File: src/rtl/stream_manager_pkg.sv
// Shared types for the fragmenter slot scheduler: FSM state encoding,
// descriptor field layout and a descriptor sanity helper.
package stream_manager_pkg;

  typedef enum logic [2:0] {
    S_IDLE      = 3'd0,
    S_LOAD      = 3'd1,
    S_ARM       = 3'd2,
    S_FIRE      = 3'd3,
    S_WAIT_DONE = 3'd4,
    S_RECOVER   = 3'd5
  } state_e;

  localparam int unsigned TS_LSB  = 0;
  localparam int unsigned MSS_LSB = 32;
  localparam int unsigned IFG_LSB = 64;
  localparam int unsigned FIELD_W = 32;
  localparam int unsigned DESC_W  = 96;

  // A zero in any field would stall or confuse the fragmenter.
  function automatic logic desc_ok(input logic [DESC_W-1:0] desc);
    return (desc[TS_LSB +: FIELD_W]  != 32'd0) &&
           (desc[MSS_LSB +: FIELD_W] != 32'd0) &&
           (desc[IFG_LSB +: FIELD_W] != 32'd0);
  endfunction

endpackage

File: src/rtl/desc_fifo.sv
// Descriptor FIFO: registered storage, first-word-fall-through head,
// registered ready flag and occupancy level.
module desc_fifo
  import stream_manager_pkg::*;
#(
  parameter int unsigned DEPTH = 4
) (
  input  logic                     clk,
  input  logic                     arst,
  input  logic                     push_valid,
  output logic                     push_ready,
  input  logic [DESC_W-1:0]        push_data,
  input  logic                     pop,
  output logic [DESC_W-1:0]        head,
  output logic [$clog2(DEPTH):0]   level
);

  localparam int unsigned AW = $clog2(DEPTH);
  localparam int unsigned LW = $clog2(DEPTH) + 1;

  logic [DESC_W-1:0] mem_q [DEPTH];
  logic [DESC_W-1:0] mem_d [DEPTH];
  logic [AW-1:0]     wr_ptr_q, wr_ptr_d;
  logic [AW-1:0]     rd_ptr_q, rd_ptr_d;
  logic [LW-1:0]     level_q, level_d;
  logic              ready_q, ready_d;
  logic              do_push_s, do_pop_s;

  // Next-state for pointers, storage, level and the ready flag.
  always_comb begin
    do_push_s = push_valid && ready_q;
    do_pop_s  = pop && (level_q != LW'(0));
    mem_d     = mem_q;
    wr_ptr_d  = wr_ptr_q;
    rd_ptr_d  = rd_ptr_q;
    if (do_push_s) begin
      mem_d[wr_ptr_q] = push_data;
      wr_ptr_d        = wr_ptr_q + AW'(1);
    end else begin
      wr_ptr_d = wr_ptr_q;
    end
    if (do_pop_s) begin
      rd_ptr_d = rd_ptr_q + AW'(1);
    end else begin
      rd_ptr_d = rd_ptr_q;
    end
    level_d = level_q + LW'(do_push_s) - LW'(do_pop_s);
    ready_d = (level_d != LW'(DEPTH));
  end

  // State registers; ready stays low while in reset.
  always_ff @(posedge clk or negedge arst) begin
    if (!arst) begin
      mem_q    <= '{default: '0};
      wr_ptr_q <= '0;
      rd_ptr_q <= '0;
      level_q  <= '0;
      ready_q  <= 1'b0;
    end else begin
      mem_q    <= mem_d;
      wr_ptr_q <= wr_ptr_d;
      rd_ptr_q <= rd_ptr_d;
      level_q  <= level_d;
      ready_q  <= ready_d;
    end
  end

  assign head       = mem_q[rd_ptr_q];
  assign level      = level_q;
  assign push_ready = ready_q;

endmodule

File: src/rtl/frag_slot_scheduler.sv
// Pops slot descriptors, drives fragmenter config and a shaped trigger,
// then waits for completion or times out and pulses a fragmenter reset.
module frag_slot_scheduler
  import stream_manager_pkg::*;
#(
  parameter int unsigned FIFO_DEPTH = 4,
  parameter int unsigned ARM_CYCLES = 2,
  parameter int unsigned TRIG_HIGH  = 4,
  parameter int unsigned TIMEOUT    = 1000000,
  parameter int unsigned RST_CYCLES = 4
) (
  input  logic                          clk,
  input  logic                          arst,
  input  logic [DESC_W-1:0]             s_desc_tdata,
  input  logic                          s_desc_tvalid,
  output logic                          s_desc_tready,
  input  logic                          enable,
  output logic [31:0]                   frag_transfer_size,
  output logic [31:0]                   frag_mss,
  output logic [31:0]                   frag_ifg,
  output logic                          frag_trigger,
  input  logic                          frag_slot_processed,
  output logic                          frag_rst_n,
  output logic                          busy,
  output logic [$clog2(FIFO_DEPTH):0]   fifo_level,
  output logic [31:0]                   slots_done,
  output logic [31:0]                   slots_dropped,
  output logic [31:0]                   slots_timeout
);

  localparam int unsigned LW = $clog2(FIFO_DEPTH) + 1;

  logic [DESC_W-1:0] head_s;
  logic [LW-1:0]     level_s;
  logic              pop_s;

  state_e      state_q, state_d;
  logic [31:0] cnt_q, cnt_d;
  logic [31:0] tcnt_q, tcnt_d;
  logic        latch_q, latch_d;
  logic        trig_q, trig_d;
  logic        rst_n_q, rst_n_d;
  logic        busy_q, busy_d;
  logic [31:0] ts_q, ts_d, mss_q, mss_d, ifg_q, ifg_d;
  logic [31:0] done_q, done_d, dropped_q, dropped_d, timeout_q, timeout_d;

  desc_fifo #(.DEPTH(FIFO_DEPTH)) u_fifo (
    .clk        (clk),
    .arst       (arst),
    .push_valid (s_desc_tvalid),
    .push_ready (s_desc_tready),
    .push_data  (s_desc_tdata),
    .pop        (pop_s),
    .head       (head_s),
    .level      (level_s)
  );

  assign pop_s = (state_q == S_IDLE) && enable && (level_s != LW'(0));

  // Slot sequencing: config is captured at pop so it is already visible in LOAD.
  always_comb begin
    state_d   = state_q;
    cnt_d     = cnt_q;
    tcnt_d    = tcnt_q;
    latch_d   = latch_q;
    trig_d    = trig_q;
    rst_n_d   = rst_n_q;
    ts_d      = ts_q;
    mss_d     = mss_q;
    ifg_d     = ifg_q;
    done_d    = done_q;
    dropped_d = dropped_q;
    timeout_d = timeout_q;
    case (state_q)
      S_IDLE: begin
        if (pop_s) begin
          tcnt_d  = 32'd0;
          latch_d = 1'b0;
          if (desc_ok(head_s)) begin
            ts_d    = head_s[TS_LSB +: FIELD_W];
            mss_d   = head_s[MSS_LSB +: FIELD_W];
            ifg_d   = head_s[IFG_LSB +: FIELD_W];
            state_d = S_LOAD;
          end else begin
            dropped_d = dropped_q + 32'd1;
          end
        end else begin
          state_d = S_IDLE;
        end
      end
      S_LOAD: begin
        state_d = S_ARM;
        cnt_d   = 32'd0;
      end
      S_ARM: begin
        if (cnt_q == 32'(ARM_CYCLES - 1)) begin
          state_d = S_FIRE;
          cnt_d   = 32'd0;
          trig_d  = 1'b1;
        end else begin
          cnt_d = cnt_q + 32'd1;
        end
      end
      S_FIRE: begin
        tcnt_d = tcnt_q + 32'd1;
        if (cnt_q == 32'(TRIG_HIGH - 1)) begin
          trig_d = 1'b0;
          cnt_d  = 32'd0;
          if (latch_q || frag_slot_processed) begin
            done_d  = done_q + 32'd1;
            state_d = S_IDLE;
          end else begin
            state_d = S_WAIT_DONE;
          end
        end else begin
          cnt_d   = cnt_q + 32'd1;
          latch_d = latch_q || frag_slot_processed;
        end
      end
      S_WAIT_DONE: begin
        tcnt_d = tcnt_q + 32'd1;
        // Completion takes priority over a deadline in the same cycle.
        if (frag_slot_processed) begin
          done_d  = done_q + 32'd1;
          state_d = S_IDLE;
        end else if (({1'b0, tcnt_q} + 33'd1) >= 33'(TIMEOUT)) begin
          timeout_d = timeout_q + 32'd1;
          state_d   = S_RECOVER;
          cnt_d     = 32'd0;
          rst_n_d   = 1'b0;
        end else begin
          state_d = S_WAIT_DONE;
        end
      end
      S_RECOVER: begin
        if (cnt_q == 32'(RST_CYCLES - 1)) begin
          rst_n_d = 1'b1;
          state_d = S_IDLE;
        end else begin
          cnt_d = cnt_q + 32'd1;
        end
      end
      default: begin
        state_d = S_IDLE;
        trig_d  = 1'b0;
        rst_n_d = 1'b1;
      end
    endcase
    busy_d = (state_d != S_IDLE);
  end

  // FSM, counters and registered outputs.
  always_ff @(posedge clk or negedge arst) begin
    if (!arst) begin
      state_q   <= S_IDLE;
      cnt_q     <= 32'd0;
      tcnt_q    <= 32'd0;
      latch_q   <= 1'b0;
      trig_q    <= 1'b0;
      rst_n_q   <= 1'b1;
      busy_q    <= 1'b0;
      ts_q      <= 32'd0;
      mss_q     <= 32'd0;
      ifg_q     <= 32'd0;
      done_q    <= 32'd0;
      dropped_q <= 32'd0;
      timeout_q <= 32'd0;
    end else begin
      state_q   <= state_d;
      cnt_q     <= cnt_d;
      tcnt_q    <= tcnt_d;
      latch_q   <= latch_d;
      trig_q    <= trig_d;
      rst_n_q   <= rst_n_d;
      busy_q    <= busy_d;
      ts_q      <= ts_d;
      mss_q     <= mss_d;
      ifg_q     <= ifg_d;
      done_q    <= done_d;
      dropped_q <= dropped_d;
      timeout_q <= timeout_d;
    end
  end

  assign frag_transfer_size = ts_q;
  assign frag_mss           = mss_q;
  assign frag_ifg           = ifg_q;
  assign frag_trigger       = trig_q;
  assign frag_rst_n         = rst_n_q;
  assign busy               = busy_q;
  assign fifo_level         = level_s;
  assign slots_done         = done_q;
  assign slots_dropped      = dropped_q;
  assign slots_timeout      = timeout_q;

endmodule

File: config.mk
export PLATFORM = sky130hd
export DESIGN_NAME = frag_slot_scheduler
export DESIGN_NICKNAME = d
export VERILOG_FILES = /design/src/rtl/stream_manager_pkg.sv /design/src/rtl/desc_fifo.sv /design/src/rtl/frag_slot_scheduler.sv
export SDC_FILE = /design/constraint.sdc
export NUM_CORES = 1
export LEC_CHECK = 0
export CAP_MARGIN = 20
export CORE_MARGIN = 5
export CORE_UTILIZATION = 25
export CTS_CLUSTER_SIZE = 14
export DETAILED_ROUTE_END_ITERATION = 7
export PLACE_DENSITY_LB_ADDON = 0.1
export SETUP_SLACK_MARGIN = 0.1
export SLEW_MARGIN = 20
export SYNTH_ARGS = -nofsm -noshare
export SYNTH_HDL_FRONTEND = slang
export SYNTH_SLANG_ARGS = --single-unit
File: constraint.sdc
create_clock -name clk -period 3.6 [get_ports clk]
set_clock_uncertainty 0.05 [all_clocks]
set_input_delay 0.72 -clock clk [delete_from_list [all_inputs] [get_ports clk]]
set_output_delay 0.72 -clock clk [all_outputs]
set_load 0.005 [all_outputs]
==> results of run 1 <==
kinds of logic (layout without fill, tap and decap cells):
family	Yosys count	count (layout)	share of synthesized area
xor+xnor	103	103	0.0308
mux	582	582	0.261
compound gates	189	189	0.0399
buf+inv	149	592	0.0211
other cells	0	4	0
flops	655	655	0.560
simple gates	439	439	0.0812
fa+ha+maj	13	13	0.00582
per-layer routing:
metal / part of all wire / up-vias / wire (um) / track usage
li1: - / 8652 / - / -
met1: 0.45 / 10100 / 39500 / 0.186
met2: 0.48 / 342 / 42700 / 0.234
met3: 0.041 / 130 / 3580 / 0.0294
met4: 0.025 / 6 / 2240 / 0.0377
met5: 0.00047 / - / 41 / 0
repair_timing:
item | in CTS | in global routing
pin swaps | 7 | 11
setup buffers | 6 | 14
gates cloned | 1 | 5
resized for setup | 21 | 26
endpoints found under the setup margin | 130 | 129
power groups by stage:
stage / sequential, mW / combinational [mW] / clock (mW)
finish: 11.9 / 10.6 / 7.99
detailed placement: 12.0 / 10.1 / 0
global route: 12.2 / 11.5 / 8.62
floorplan: 11.2 / 6.70 / 0
CTS: 11.9 / 10.5 / 8.35
global placement: 11.9 / 9.91 / 0
final cells by class:
type	instances	area share
repair buffers	419	0.118
multi-input cells	1326	0.329
clock inverters	18	0.00422
inverters	29	0.00287
clock buffers	126	0.0645
diodes	4	0.000263
flip-flops and latches	655	0.432
well taps	1524	0.0502
state kept, by name, indices dropped and copies added (netlist names):
register and count:
busy 1, cnt_q 32, frag_ifg 32, frag_mss 32, frag_rst_n 1, frag_transfer_size 32
frag_trigger 1, latch_q 1, slots_done 32, slots_dropped 32, slots_timeout 32, state_q 3
tcnt_q 32, u_fifo.level 3, u_fifo.mem_q 384, u_fifo.push_ready 1, u_fifo.rd_ptr_q 2, u_fifo.wr_ptr_q 2
placed cells by master (no fill, tap or decap), types with 11 or more instances in the layout:
| cell type | instances |
|---|---|
| clkinv_2 | 12 |
| a21oi_1 | 31 |
| o21ai_0 | 64 |
| nand2_1 | 90 |
| clkbuf_8 | 21 |
| ha_1 | 11 |
| clkdlybuf4s50_1 | 298 |
| clkbuf_16 | 87 |
| nor4_1 | 40 |
| buf_12 | 28 |
| mux4_2 | 96 |
| nor3_1 | 33 |
| nand3_1 | 50 |
| xnor2_1 | 50 |
| xor2_1 | 53 |
| inv_1 | 29 |
| and4_1 | 13 |
| dfrtp_1 | 652 |
| nor2_1 | 69 |
| and3_1 | 21 |
| clkbuf_1 | 22 |
| buf_4 | 72 |
| nand4_1 | 49 |
| a31oi_1 | 39 |
| and2_1 | 12 |
| mux2_2 | 481 |
worst min path at each step:
stage	start	end	slack (ns)
floorplan	arst	busy	0.37
global placement	slots_done[31]	slots_done[31]	0.41
detailed placement	slots_done[31]	slots_done[31]	0.41
CTS	arst	slots_dropped[23]	0.11
global route	arst	slots_dropped[24]	0.13
finish	arst	slots_dropped[24]	0.10
worst max-delay path: stages (launching register included):
cell     delay [ns]
dfrtp_4        0.52
buf_12         0.17
buf_16         0.14
buf_4          0.13
mux4_2         0.46
nor4_4         0.31
nand4_1        0.27
o22ai_4        0.39
buf_6          0.16
nor3_4         0.05
buf_12         0.15
buf_16         0.15
mux2_4         0.29
metrics by stage:
stage	cell area, um2	utilization	std cells	setup TNS (ns)	setup slack (ns)
floorplan	29300	-	2130	0	0.708
global placement	34800	0.299	3926	-20.64	-0.233
detailed placement	34800	0.299	3927	-21.85	-0.278
CTS	37600	0.324	4078	0	0.0943
global route	38000	0.327	4097	0	0.0821
finish	38000	0.327	4101	0	0.154
==> impl_metrics.csv, run 1 <==
group,metric,value,unit
logic_synthesis,synthTopCellsByArea,"dfrtp_1, mux2_2, mux4_2, xor2_1, xnor2_1",
timing,tightest_slew,1.01,ns
route,wl_per_cell,21.5,um
clocking,clk_pin_slew_worst_paths,0.06,ns
logic_synthesis,yosysUniqueCellTypes,67,
logic_synthesis,yosysMostFrequentCell,"dfrtp_1",
timing,timing.final.crit_share,0.957,
logic_synthesis,syn_area_per_cell,13.7,um2
route,firstDrtPassIters,5,
logic_synthesis,synth_ff_type,"dfrtp_1",
finish,layout.nets,2627,
logic_synthesis,ys_seq_elements,655,
die,start_util,0.252,
pwr,fin_total_pwr,30.5,mW
route,drc_errors,0,
critical_path,crit_path_start_kind,"flop",
pwr,powerDensity,802,mW/mm2
clocking,cts_buffer_depth,3,
critical_path,startpoint,"u_fifo.rd_ptr_q[0]",
die,die_w,352,um
logic_synthesis,synth_nets,2244,
logic_synthesis,synth_edf_count,0,
clocking,cts_num_sinks,655,
global_routing,grt_max_degree,86,
logic_synthesis,syn_area,0.0293,mm2
critical_path,crit_path_max_fanout,7,
clocking,clk_latency,0.65,ns
logic_synthesis,synth_async_sr_flop_share,1.00,
global_routing,gr-usage-all-layers,0.140,
timing,max_freq,290,MHz
finish,layout-drive-gt1-share,0.337,
min_path,hp-class,"in -> async",
route,antenna_left,0,
die,die_h,352,um
timing,holdWs,0.105,ns
finish,fillers,11400,
die,coreArea,0.116,mm2
critical_path,timing.rr.end,"frag_mss[18]",
timing,setup_viol,0,
route,drt_iter0_markers,803,
global_routing,grt_pass1_wl,135,mm
route,routed_via_density,4.68,
die,rows,125,
route,num_vias,19200,
pwr,ir_drop,0.346,mV
global_routing,overflow,0,
route,drt_wl_total,88.1,mm
critical_path,ff2ff_path_depth,12,
place,place.gp.congestion,0.768,
pwr,p_leak,16.0,nW
global_routing,grt_pass1_vias,20700,
die,io_pins,300,
critical_path,crit_path_end_kind,"flop",
logic_synthesis,netlist_top_cells_count,"dfrtp_1, mux2_2, mux4_2",
logic_synthesis,syn-instance-count,2130,
finish,layout.area.seq,0.0164,mm2
flow_run,maxCapViolCount,0,
pwr,pwr-share-comb,0.348,
clocking,tritoncts,"yes",
critical_path,crit_type,"reg -> reg",
critical_path,critPathCapture,"frag_mss[18]",
logic_synthesis,yosys.area.top_type,"dfrtp_1",
pwr,clkPwrFrac,0.262,
pwr,seqPwrFrac,0.389,
outcome,run_status,"finished, final reports clean",
logic_synthesis,ys_seq_area_frac,0.560,
timing,relSlewSlack,0.326,
critical_path,worstPathArrival,3.90,ns
clocking,cts_htree_levels,3,
pwr,p_sw,9.47,mW
global_routing,grt_antenna_before_repair,11,
place,port_buffers,299,
timing,slew_violations,0,
pwr,netSwitchingFraction,0.311,
clocking,hold_buffers,0,
timing,hold_violations,0,
timing,fin_crit,3.45,ns
critical_path,required,4.06,ns
finish,area_delta_synth_final,29.8,%
clocking,cts_inserted_buffers,82,
die,dieArea,0.124,mm2
critical_path,ff2ff_setup_slack,0.15,ns
clocking,cts-root-buf,"clkbuf_16",
logic_synthesis,synth_top_cell_area_share,0.559,
critical_path,r2r_start,"u_fifo.rd_ptr_q[0]",
pwr,internal_power,21.0,mW
finish,multi_input_area,0.0125,mm2
logic_synthesis,yosys_warnings,0,
timing,rsz0062_at_grt,"yes",
place,dp_hpwl,58.3,mm
(Power assumes the default switching activity.)
==> run 2, diff against run 1 <==
- ABC_AREA: unset -> 1
- ABC_CLOCK_PERIOD_IN_PS: unset -> 3600
- CORE_UTILIZATION: 25 -> 45
==> impl_metrics.csv, run 2 <==
group,metric,value,unit
critical_path,crit_path_start_kind,"flop",
global_routing,grt_pass1_wl,148,mm
place,place_inst,5253,
route,drt_wl_total,91.2,mm
logic_synthesis,ys_seq_elements,655,
critical_path,required,4.08,ns
place,port_buffers,299,
pwr,powerDensity,816,mW/mm2
route,wl_per_cell,16.9,um
timing,tightest_slew,1.03,ns
clocking,clk_pin_slew_worst_paths,0.06,ns
route,wl_met1,42.0,mm
place,placed_cell_area,0.0361,mm2
clocking,cts_num_sinks,655,
critical_path,worstPathArrival,3.71,ns
logic_synthesis,synth_edf_count,0,
global_routing,grt_pass1_vias,26900,
critical_path,path_common_cell,"nand2_1",
logic_synthesis,syn-instance-count,4148,
logic_synthesis,synth_async_sr_flop_share,1.00,
timing,fin_crit,3.23,ns
clocking,cts_htree_levels,3,
route,firstDrtPassIters,5,
finish,area_delta_synth_final,20.8,%
route,antenna_left,0,
finish,instances_no_fill,5385,
critical_path,cp_slowest_cell,"dfrtp_4",
route,wl_met2,42.7,mm
route,num_vias,27500,
clocking,cts_buffer_depth,3,
critical_path,r2r_start,"u_fifo.rd_ptr_q[1]",
finish,most-common-layout-cells,"nand2_1, dfrtp_1, o21ai_0",
critical_path,timing.rr.end,"frag_ifg[1]",
clocking,clk_latency,0.62,ns
clocking,cts-root-buf,"clkbuf_16",
critical_path,crit_path_max_fanout,47,
route,dr.max_layer_used,"met4",
timing,setup_tns,0,ns
logic_synthesis,synth_top_cell_area_share,0.513,
clocking,tritoncts,"yes",
timing,relSlewSlack,0.310,
finish,layout-drive-gt1-share,0.0466,
logic_synthesis,netlist_top_cells_count,"nand2_1, dfrtp_1, o21ai_0",
logic_synthesis,yosys.area.top_type,"dfrtp_1",
logic_synthesis,synth_top_family_by_area,"simple AND/OR/NAND/NOR gates",
place,dp_hpwl,60.9,mm
logic_synthesis,ys_seq_area_frac,0.514,
critical_path,ff2ff_setup_slack,0.37,ns
pwr,p_leak,18.6,nW
finish,final_area,0.0385,mm2
logic_synthesis,synth.area.mux_share,0,
die,die_h,276,um
timing,hold_violations,0,
route,dr_wl_met3,4.81,mm
global_routing,grt_antenna_before_repair,2,
critical_path,crit_chain,"clkinv_2, buf_12, nand3_1, nand2_1, nand4_1, or2_1, nor2_1, nand2_1, nand3_4, buf_16, buf_4, o21ai_0, nand2_1",
finish,largest_register_ff_count,384,
logic_synthesis,synth_compound_area_frac,0.0976,
logic_synthesis,synthAdderAreaFrac,0.00533,
route,routed_via_density,5.11,
die,dieArea,0.0764,mm2
die,io_pins,300,
route,drt_iter0_markers,2068,
timing,slew_violations,0,
critical_path,crit_path_end_kind,"flop",
outcome,run_status,"finished, final reports clean",
timing,timing.final.crit_share,0.898,
finish,fillers,6807,
clocking,cts_inserted_buffers,73,
logic_synthesis,synth_xor_area_frac,0.0305,
min_path,hp-class,"in -> async",
global_routing,grt_max_degree,111,
critical_path,crit_type,"reg -> reg",
logic_synthesis,yosys_warnings,0,
global_routing,overflow,0,
pwr,fin_total_pwr,31.5,mW
clocking,cts_setup_buffers,0,
critical_path,ff2ff_path_depth,13,
finish,layout.nets,4504,
logic_synthesis,synth_ff_type,"dfrtp_1",
logic_synthesis,syn_area,0.0319,mm2
global_routing,gr-usage-all-layers,0.234,
logic_synthesis,syn_area_per_cell,7.70,um2
die,die_w,276,um
pwr,ir_drop,0.574,mV
critical_path,critical_path.max_stage_delay,0.51,ns
finish,final_common_cell,"nand2_1",
die,rows,97,
timing,setup_viol,0,
flow_run,maxCapViolCount,0,
timing,rsz0062_at_grt,"no",
logic_synthesis,yosysUniqueCellTypes,47,
finish,top_register,"u_fifo.mem_q",
timing,max_freq,309,MHz
die,coreArea,0.0701,mm2
place,place.gp.congestion,0.933,
logic_synthesis,synthSimpleGateAreaFrac,0.285,
route,drc_errors,0,
die,start_util,0.455,
logic_synthesis,synth_nets,4262,
clocking,hold_buffers,0,
logic_synthesis,yosysMostFrequentCell,"nand2_1",
logic_synthesis,synthTopCellsByArea,"dfrtp_1, nand2_1, o21ai_0, nand3_1, inv_1",
## run 2: cell types whose count changed in the layout (fill, tap and decap cells not counted), moves of 36 or more
cell     before   now
a31oi_1      39     3
inv_1        29   327
mux2_2      481     0
mux4_2       96     0
nand2_1      90  1557
nand3_1      50   300
nor2_1       69   222
o21ai_0      64   518
## run 2: area by class of cell
cell class | count | area, um2 | share of cell area
Clock inverter | 20 | 228 | 0.00591
Multi-Input combinational cell | 2955 | 13400 | 0.347
Timing Repair Buffer | 370 | 3960 | 0.103
Tap cell | 940 | 1180 | 0.0305
Sequential cell | 655 | 16400 | 0.425
Inverter | 335 | 1270 | 0.0330
Clock buffer | 105 | 2110 | 0.0548
Antenna cell | 5 | 12.5 | 0.000325
## run 2: cells by family (layout without fill, tap and decap cells)
group / Yosys count / in the layout
compound gates: 600 / 600
xor+xnor: 111 / 111
fa+ha+maj: 13 / 13
buf+inv: 539 / 830
flops: 655 / 655
other cells: 0 / 5
simple gates: 2230 / 2231
## run 2: layer usage
metal / up-vias / global-route usage
met5: - / 0
met4: 0 / 0.0510
met3: 121 / 0.0357
met2: 663 / 0.387
met1: 13000 / 0.329
li1: 13800 / -
## run 2: worst max-delay path by stage
| stage | startpoint | to | slack (ns) | cells after the start |
|---|---|---|---|---|
| after global placement | u_fifo.rd_ptr_q[0] | frag_mss[26] | 0.13 | 15 |
| after CTS | u_fifo.rd_ptr_q[0] | frag_mss[26] | 0.14 | 15 |
| after floorplan | enable | u_fifo.push_ready | 1.10 | 11 |
| after global routing | u_fifo.rd_ptr_q[0] | frag_ifg[9] | 0.13 | 15 |
| after detailed placement | u_fifo.rd_ptr_q[1] | slots_dropped[11] | 0.11 | 14 |
| final | u_fifo.rd_ptr_q[1] | frag_ifg[1] | 0.37 | 13 |
## run 2: what timing repair did
action                     in CTS  in global routing
setup endpoints to repair      12                 88
cloned                          0                  2
gates resized for setup         1                  3
hold endpoints to repair        0                  0
## run 2: power breakdown
group | switching [mW] | internal (mW)
clock network | 3.06 | 4.30
registers | 1.88 | 10.2
logic | 7.32 | 4.65
total | 12.3 | 19.2
## run 2: worst max-delay path, delay by kind of cell (launching register included)
kind	cells	cell delay (ns)
buf+inv	4	1.16
flops	1	0.51
compound gates	1	0.16
simple gates	8	1.22
## run 2: metrics by stage
stage / utilization / worst slack, ns / hold WS [ns]
after floorplan: - / 1.10 / 0.374
after global placement: 0.515 / 0.133 / 0.415
after detailed placement: 0.515 / 0.110 / 0.421
after CTS: 0.549 / 0.136 / 0.0492
after global routing: 0.549 / 0.130 / 0.0716
final: 0.550 / 0.367 / 0.0463
